$ cat src/rtl/mem_wb_stage.sv
// MEM/WB pipeline register and writeback stage: register-file write port,
// one-cycle commit bypass toward decode, and a retired-instruction counter.
module mem_wb_stage #(
   parameter int DATA_WIDTH     = 32,
   parameter int REG_ADDR_WIDTH = 5,
   parameter int CNT_WIDTH      = 32
) (
   input  logic                      clk,
   input  logic                      rst_n,
   input  logic                      mem_valid,
   input  logic                      stall,
   input  logic                      flush,
   input  logic [REG_ADDR_WIDTH-1:0] exeMuxRes_out,
   input  logic [DATA_WIDTH-1:0]     ReadData,
   input  logic [DATA_WIDTH-1:0]     ALUResult,
   input  logic                      RegWrite_out,
   input  logic                      MemtoReg_out,
   output logic                      wb_valid,
   output logic [REG_ADDR_WIDTH-1:0] WriteReg,
   output logic [DATA_WIDTH-1:0]     WriteData,
   output logic                      RegWrite_wb,
   output logic                      prev_RegWrite,
   output logic [REG_ADDR_WIDTH-1:0] prev_WriteReg,
   output logic [DATA_WIDTH-1:0]     prev_WriteData,
   output logic [CNT_WIDTH-1:0]      retired_count
);

   logic                      validQ;
   logic                      newQ;
   logic [REG_ADDR_WIDTH-1:0] destQ;
   logic [DATA_WIDTH-1:0]     rdataQ;
   logic [DATA_WIDTH-1:0]     aluQ;
   logic                      regwriteQ;
   logic                      memtoregQ;

   logic                      doLoad;

   // A load happens only when neither flush nor stall claims the edge.
   assign doLoad = !flush && !stall;

   always_ff @(posedge clk or negedge rst_n) begin
      if (!rst_n) begin
         validQ    <= 1'b0;
         newQ      <= 1'b0;
         destQ     <= '0;
         rdataQ    <= '0;
         aluQ      <= '0;
         regwriteQ <= 1'b0;
         memtoregQ <= 1'b0;
      end else if (flush) begin
         validQ    <= 1'b0;
         newQ      <= 1'b0;
         regwriteQ <= 1'b0;
      end else if (stall) begin
         // Held entry has already committed; clearing newQ blocks a second write.
         newQ      <= 1'b0;
      end else begin
         validQ    <= mem_valid;
         newQ      <= mem_valid;
         destQ     <= exeMuxRes_out;
         rdataQ    <= ReadData;
         aluQ      <= ALUResult;
         regwriteQ <= RegWrite_out;
         memtoregQ <= MemtoReg_out;
      end
   end

   always_ff @(posedge clk or negedge rst_n) begin
      if (!rst_n) begin
         retired_count <= '0;
      end else if (doLoad && mem_valid) begin
         retired_count <= retired_count + CNT_WIDTH'(1);
      end
   end

   assign wb_valid    = validQ;
   assign WriteReg    = destQ;
   assign WriteData   = memtoregQ ? rdataQ : aluQ;
   assign RegWrite_wb = validQ && newQ && regwriteQ && (destQ != '0);

   // Bypass register updates every edge regardless of stall/flush.
   always_ff @(posedge clk or negedge rst_n) begin
      if (!rst_n) begin
         prev_RegWrite  <= 1'b0;
         prev_WriteReg  <= '0;
         prev_WriteData <= '0;
      end else begin
         prev_RegWrite  <= RegWrite_wb;
         prev_WriteReg  <= WriteReg;
         prev_WriteData <= WriteData;
      end
   end

endmodule

$ cat config.mk
export PLATFORM = sky130hd
export DESIGN_NAME = mem_wb_stage
export DESIGN_NICKNAME = d
export VERILOG_FILES = /design/src/rtl/mem_wb_stage.sv
export SDC_FILE = /design/constraint.sdc
export NUM_CORES = 1
export LEC_CHECK = 0
export ABC_AREA = 1
export BUFFER_PORTS_ARGS = -buffer_cell sky130_fd_sc_hd__clkbuf_2
export CORE_ASPECT_RATIO = 0.7
export CORE_MARGIN = 2
export CORE_UTILIZATION = 39
export CTS_BUF_LIST = sky130_fd_sc_hd__clkbuf_8
export DETAILED_ROUTE_END_ITERATION = 8
export PLACE_DENSITY = 0.62
export SYNTH_ARGS = -nofsm -noshare
export SYNTH_HDL_FRONTEND = slang
export SYNTH_SLANG_ARGS = --single-unit
export TNS_END_PERCENT = 30
$ cat constraint.sdc
create_clock -name clk -period 3.65 [get_ports clk]
set_input_delay 0.73 -clock clk [delete_from_list [all_inputs] [get_ports clk]]
set_output_delay 0.73 -clock clk [all_outputs]
set_load 0.005 [all_outputs]
After elaboration in Yosys (flattened, before gate mapping)
Index checks and enable logic that the tools add are counted.
{"block": "totals", "ff_bits": 143, "latchBits": 0, "mem_bits_rw": 0, "mem_bits_ro": 0, "inputBits": 76, "output_inout_bits": 109, "mem_count": 0}
{"block": "classes", "n_addsub": 1, "multipliers": 0, "div": 0, "n_lt_le_gt_ge": 0, "n_eq_ne": 1, "n_shift": 0, "n_mux": 7, "bitwise_logic": 2, "reduce_logical": 9}
{"operator": "adder 32 x 1 -> 32 bit, second input constant", "n": 1}
{"operator": "2-to-1 mux 32 bit", "n": 1}
{"operator": "2-to-1 mux 1 bit", "n": 6}
{"operator": "logical AND 1 bit", "n": 5}
{"operator": "nonzero test 5 bit", "n": 1}
{"operator": "zero test 1 bit", "n": 2}
{"operator": "!= test 2 x 1 -> 1 bit, second input constant", "n": 1}
{"operator": "inverter 1 bit", "n": 2}
{"operator": "AND reduction 2 bit", "n": 1}

Longest topological paths before layout
{"block": "logic_depth", "ltp_word": 3, "ltp_mapped": 9, "ltp_nobuf": 9}

Least setup slack after synthesis
No wires, ideal clock.
{"block": "synth_timing", "path_kind": "flip-flop to output port", "start": "reg memtoregQ", "end": "out WriteData[21]", "arrival_ns": 1.005, "slack_ns": 1.915, "path_stages_with_launch": 5, "cell_sequence": "dfrtp_1 > clkbuf_1 > clkbuf_1 > nand2_1 > o21ai_0"}
{"block": "synth_between", "elab_chain_len": 1}
{"item": "start, declared", "line": "34", "rtl": "logic memtoregQ;"}
{"item": "start signal, assigned", "line": "64", "rtl": "memtoregQ <= MemtoReg_out;"}
{"item": "2-to-1 mux 32 bit", "line": "78", "rtl": "assign WriteData = memtoregQ ? rdataQ : aluQ;"}
{"item": "end, declared", "line": "20", "rtl": "output logic [DATA_WIDTH-1:0] WriteData,"}
No other way between the ends.

Final worst setup path
{"block": "layout_timing", "start": "reg memtoregQ", "end": "out WriteData[20]"}
Same word-level chain as after synthesis.

==> results.toml <==
[run_status]
status = "complete, no violations"

[sta]
worst_slew_pin_slew_ps = 1010
fmax_mhz = 359
skew_ps = 15.8
fin_crit_sh_pct = 76.4
period_minus_slack_ps = 2790
rsz0062_at_grt = "false"
finalSetupViolCount = 0
fin_setup_tns_ps = 0
finalHoldViolCount = 0
slew_viol_final = 0
slew_headroom_pct = 32.7

[pwr]
ir_worst_vdd_v = 0.000250
p_leak_nw = 3.84
power_density_nw_per_um2 = 500

[routing]
dr_total_vias = 4903
drtAntennaViolNets = 0
route.detailed.drc = 0
drt_wl_total_microns = 15100
vias_per_cell = 4.65
drtPass1Iterations = 6
drtIter0Drc = 347
wl_per_cell_microns = 14.3

[synthesis]
synthAdderAreaFrac_pct = 0.211
yosysMostFrequentCell = "nand2_1"
ys_warn_count = 0
synth_top_area_cell = "dfrtp_1"
netlist_area_sq_um = 5940
synth_mux_area_share_pct = 0
synthArstFlopShare_pct = 100
syn_inst = 664
synth_top_family_by_area = "simple AND/OR/NAND/NOR gates"
synth-simple-area-share_pct = 25.3
syn-mean-instance-area_sq_um = 8.95
synth_commonest_cells = "nand2_1, dfrtp_1, o21ai_0, inv_1, nor2_1"
synth_compound_area_share_pct = 5.73
yosysUniqueCellTypes = 24
ys_top_cells_by_area = "dfrtp_1, nand2_1, o21ai_0, inv_1, nor2_1"
synth.top_cell.area_share_pct = 60.2
synth_fp_nets = 741
synth_xor_xnor_area_share_pct = 2.95
ys_seq_elements = 143
synth_edf_count = 0
ys_seq_area_share_pct = 60.2
synth_ff_type = "dfrtp_1"

[layout]
final_nets = 924
drive_gt1_share_pct = 28.1
num_antenna_cells = 0
stdcell_count = 1055
syn2layout_area_growth_pct = 25.4

[placement]
gp_congestion = 0.924
dp_hpwl_microns = 10900
io_buffers = 184
dp.cells = 1023

[clocking]
cts.path.max_buffers = 2
path_clk_slew_ps = 90
htreeDepth = 4
post_cts_resized = 0
cts_sinks = 143
cts_root_buffer = "clkbuf_8"
clock_latency_ps = 420
cts_post_setup_buffers_inserted = 0
holdBufCountCts = 0
cts_tree = "yes"
numCtsBuffers = 17

[setup_path]
arrival_ps = 2060
crit_fanout = 65
cp-end-kind = "output pin"
cp_data_required_time_ps = 2920
startpoint_type = "register"
path_class = "reg -> out"

[floorplanning]
core-area_sq_um = 14800
initial_core_util_pct = 40.1
row_count = 37
die_w_microns = 152
die_y_microns = 107
io-pin-count = 185
design.die.area_sq_um = 16300

[flow_run]
drv_cap = 0

[grt]
antenna_found_initial = 0
grt_pass1_vias = 4549
grt_overflow_total = 0
grt_max_degree = 106
grt_pass1_wl_microns = 24100
grt_use_total_pct = 19.3

[worst_hold_path]
hold_path.class = "in -> async"
-- sequential cells by signal, summed over array words and instances (netlist names) --
register / cells
aluQ: 32
prev_WriteData: 32
rdataQ: 32
retired_count: 32
WriteReg: 5
prev_WriteReg: 5
memtoregQ: 1
newQ: 1
prev_RegWrite: 1
regwriteQ: 1
wb_valid: 1
-- where the power goes --
group | internal, mW | leakage (nW) | switching [mW]
registers | 1.78 | 1.80 | 0.128
logic | 0.227 | 1.85 | 0.306
clock network | 0.640 | 0.196 | 0.645
total | 2.65 | 3.84 | 1.08
-- stage by stage --
step | util (%) | setup WS (ps) | instance area, sq um | power [mW] | hold slack (ps)
final | 50.3 | 861 | 7450 | 3.72 | 326
after global routing | 50.3 | 662 | 7450 | 3.95 | 368
after CTS | 50.3 | 829 | 7450 | 3.78 | 362
after detailed placement | 47.6 | 1330 | 7040 | 2.48 | 393
after global placement | 47.6 | 1320 | 7040 | 2.47 | 393
after floorplan | - | 1910 | 5940 | 2.15 | 396
-- worst paths after layout --
| check | from | end | slack, ps | depth (start not counted) |
|---|---|---|---|---|
| max | memtoregQ$_DFFE_PN0N_ | WriteData[20] | 860 | 2 |
| max in group asynchronous | rst_n | prev_RegWrite$_DFF_PN0_ | 2520 | 2 |
| min reg2reg | WriteReg[1]$_DFFE_PN0N_ | prev_WriteReg[1]$_DFF_PN0_ | 410 | 0 |
| min | rst_n | prev_WriteData[0]$_DFF_PN0_ | 330 | 1 |
| min in group clk | WriteReg[1]$_DFFE_PN0N_ | prev_WriteReg[1]$_DFF_PN0_ | 410 | 0 |
| max reg2reg | retired_count[0]$_DFFE_PN0P_ | retired_count[22]$_DFFE_PN0P_ | 1980 | 8 |
-- placed cells by master (no fill, tap or decap), drive strengths merged --
cell      Yosys  final
or2           1      1
clkbuf       15    201
xor2         10     10
o21ai        68     68
nor2         43     43
ha            1      1
and2          1      1
nand3b        2      2
inv          63     70
bufinv        0      2
nand2       259    259
buf           7      3
dfrtp       143    143
nor3         12     12
nand4        11     11
clkinvlp      0      4
nand3        18     18
xnor2        10     10
clkinv        0      1
-- layout make-up --
| class | instances | area, sq um |
|---|---|---|
| Clock buffer | 18 | 248 |
| Clock inverter | 14 | 158 |
| Fill cell | 1452 | 7360 |
| Inverter | 63 | 236 |
| Multi-Input combinational cell | 436 | 2030 |
| Sequential cell | 143 | 3580 |
| Tap cell | 195 | 244 |
| Timing Repair Buffer | 186 | 955 |
-- metal layers --
layer  vias up  wire length, microns  track usage, %
met5         -                     0               0
met4         0                   165            5.62
met3        11                   857            4.11
met2       155                  6630            28.2
met1      2303                  7440            28.8
li1       2434                     -               -
-- worst max-delay path, cell delays in order (launching register included) --
cell      delay [ps]
dfrtp_2         1030
o21ai_0          380
clkbuf_2         200
-- kinds of logic after synthesis --
group,count (synthesis)
flip-flops,143
AO/OA/AOI/OAI,68
buffers and inverters,85
AND/OR/NAND/NOR,347
adder cells (fa/ha/maj),1
XOR/XNOR,20
Note: power is estimated with default switching activity, not from simulation.
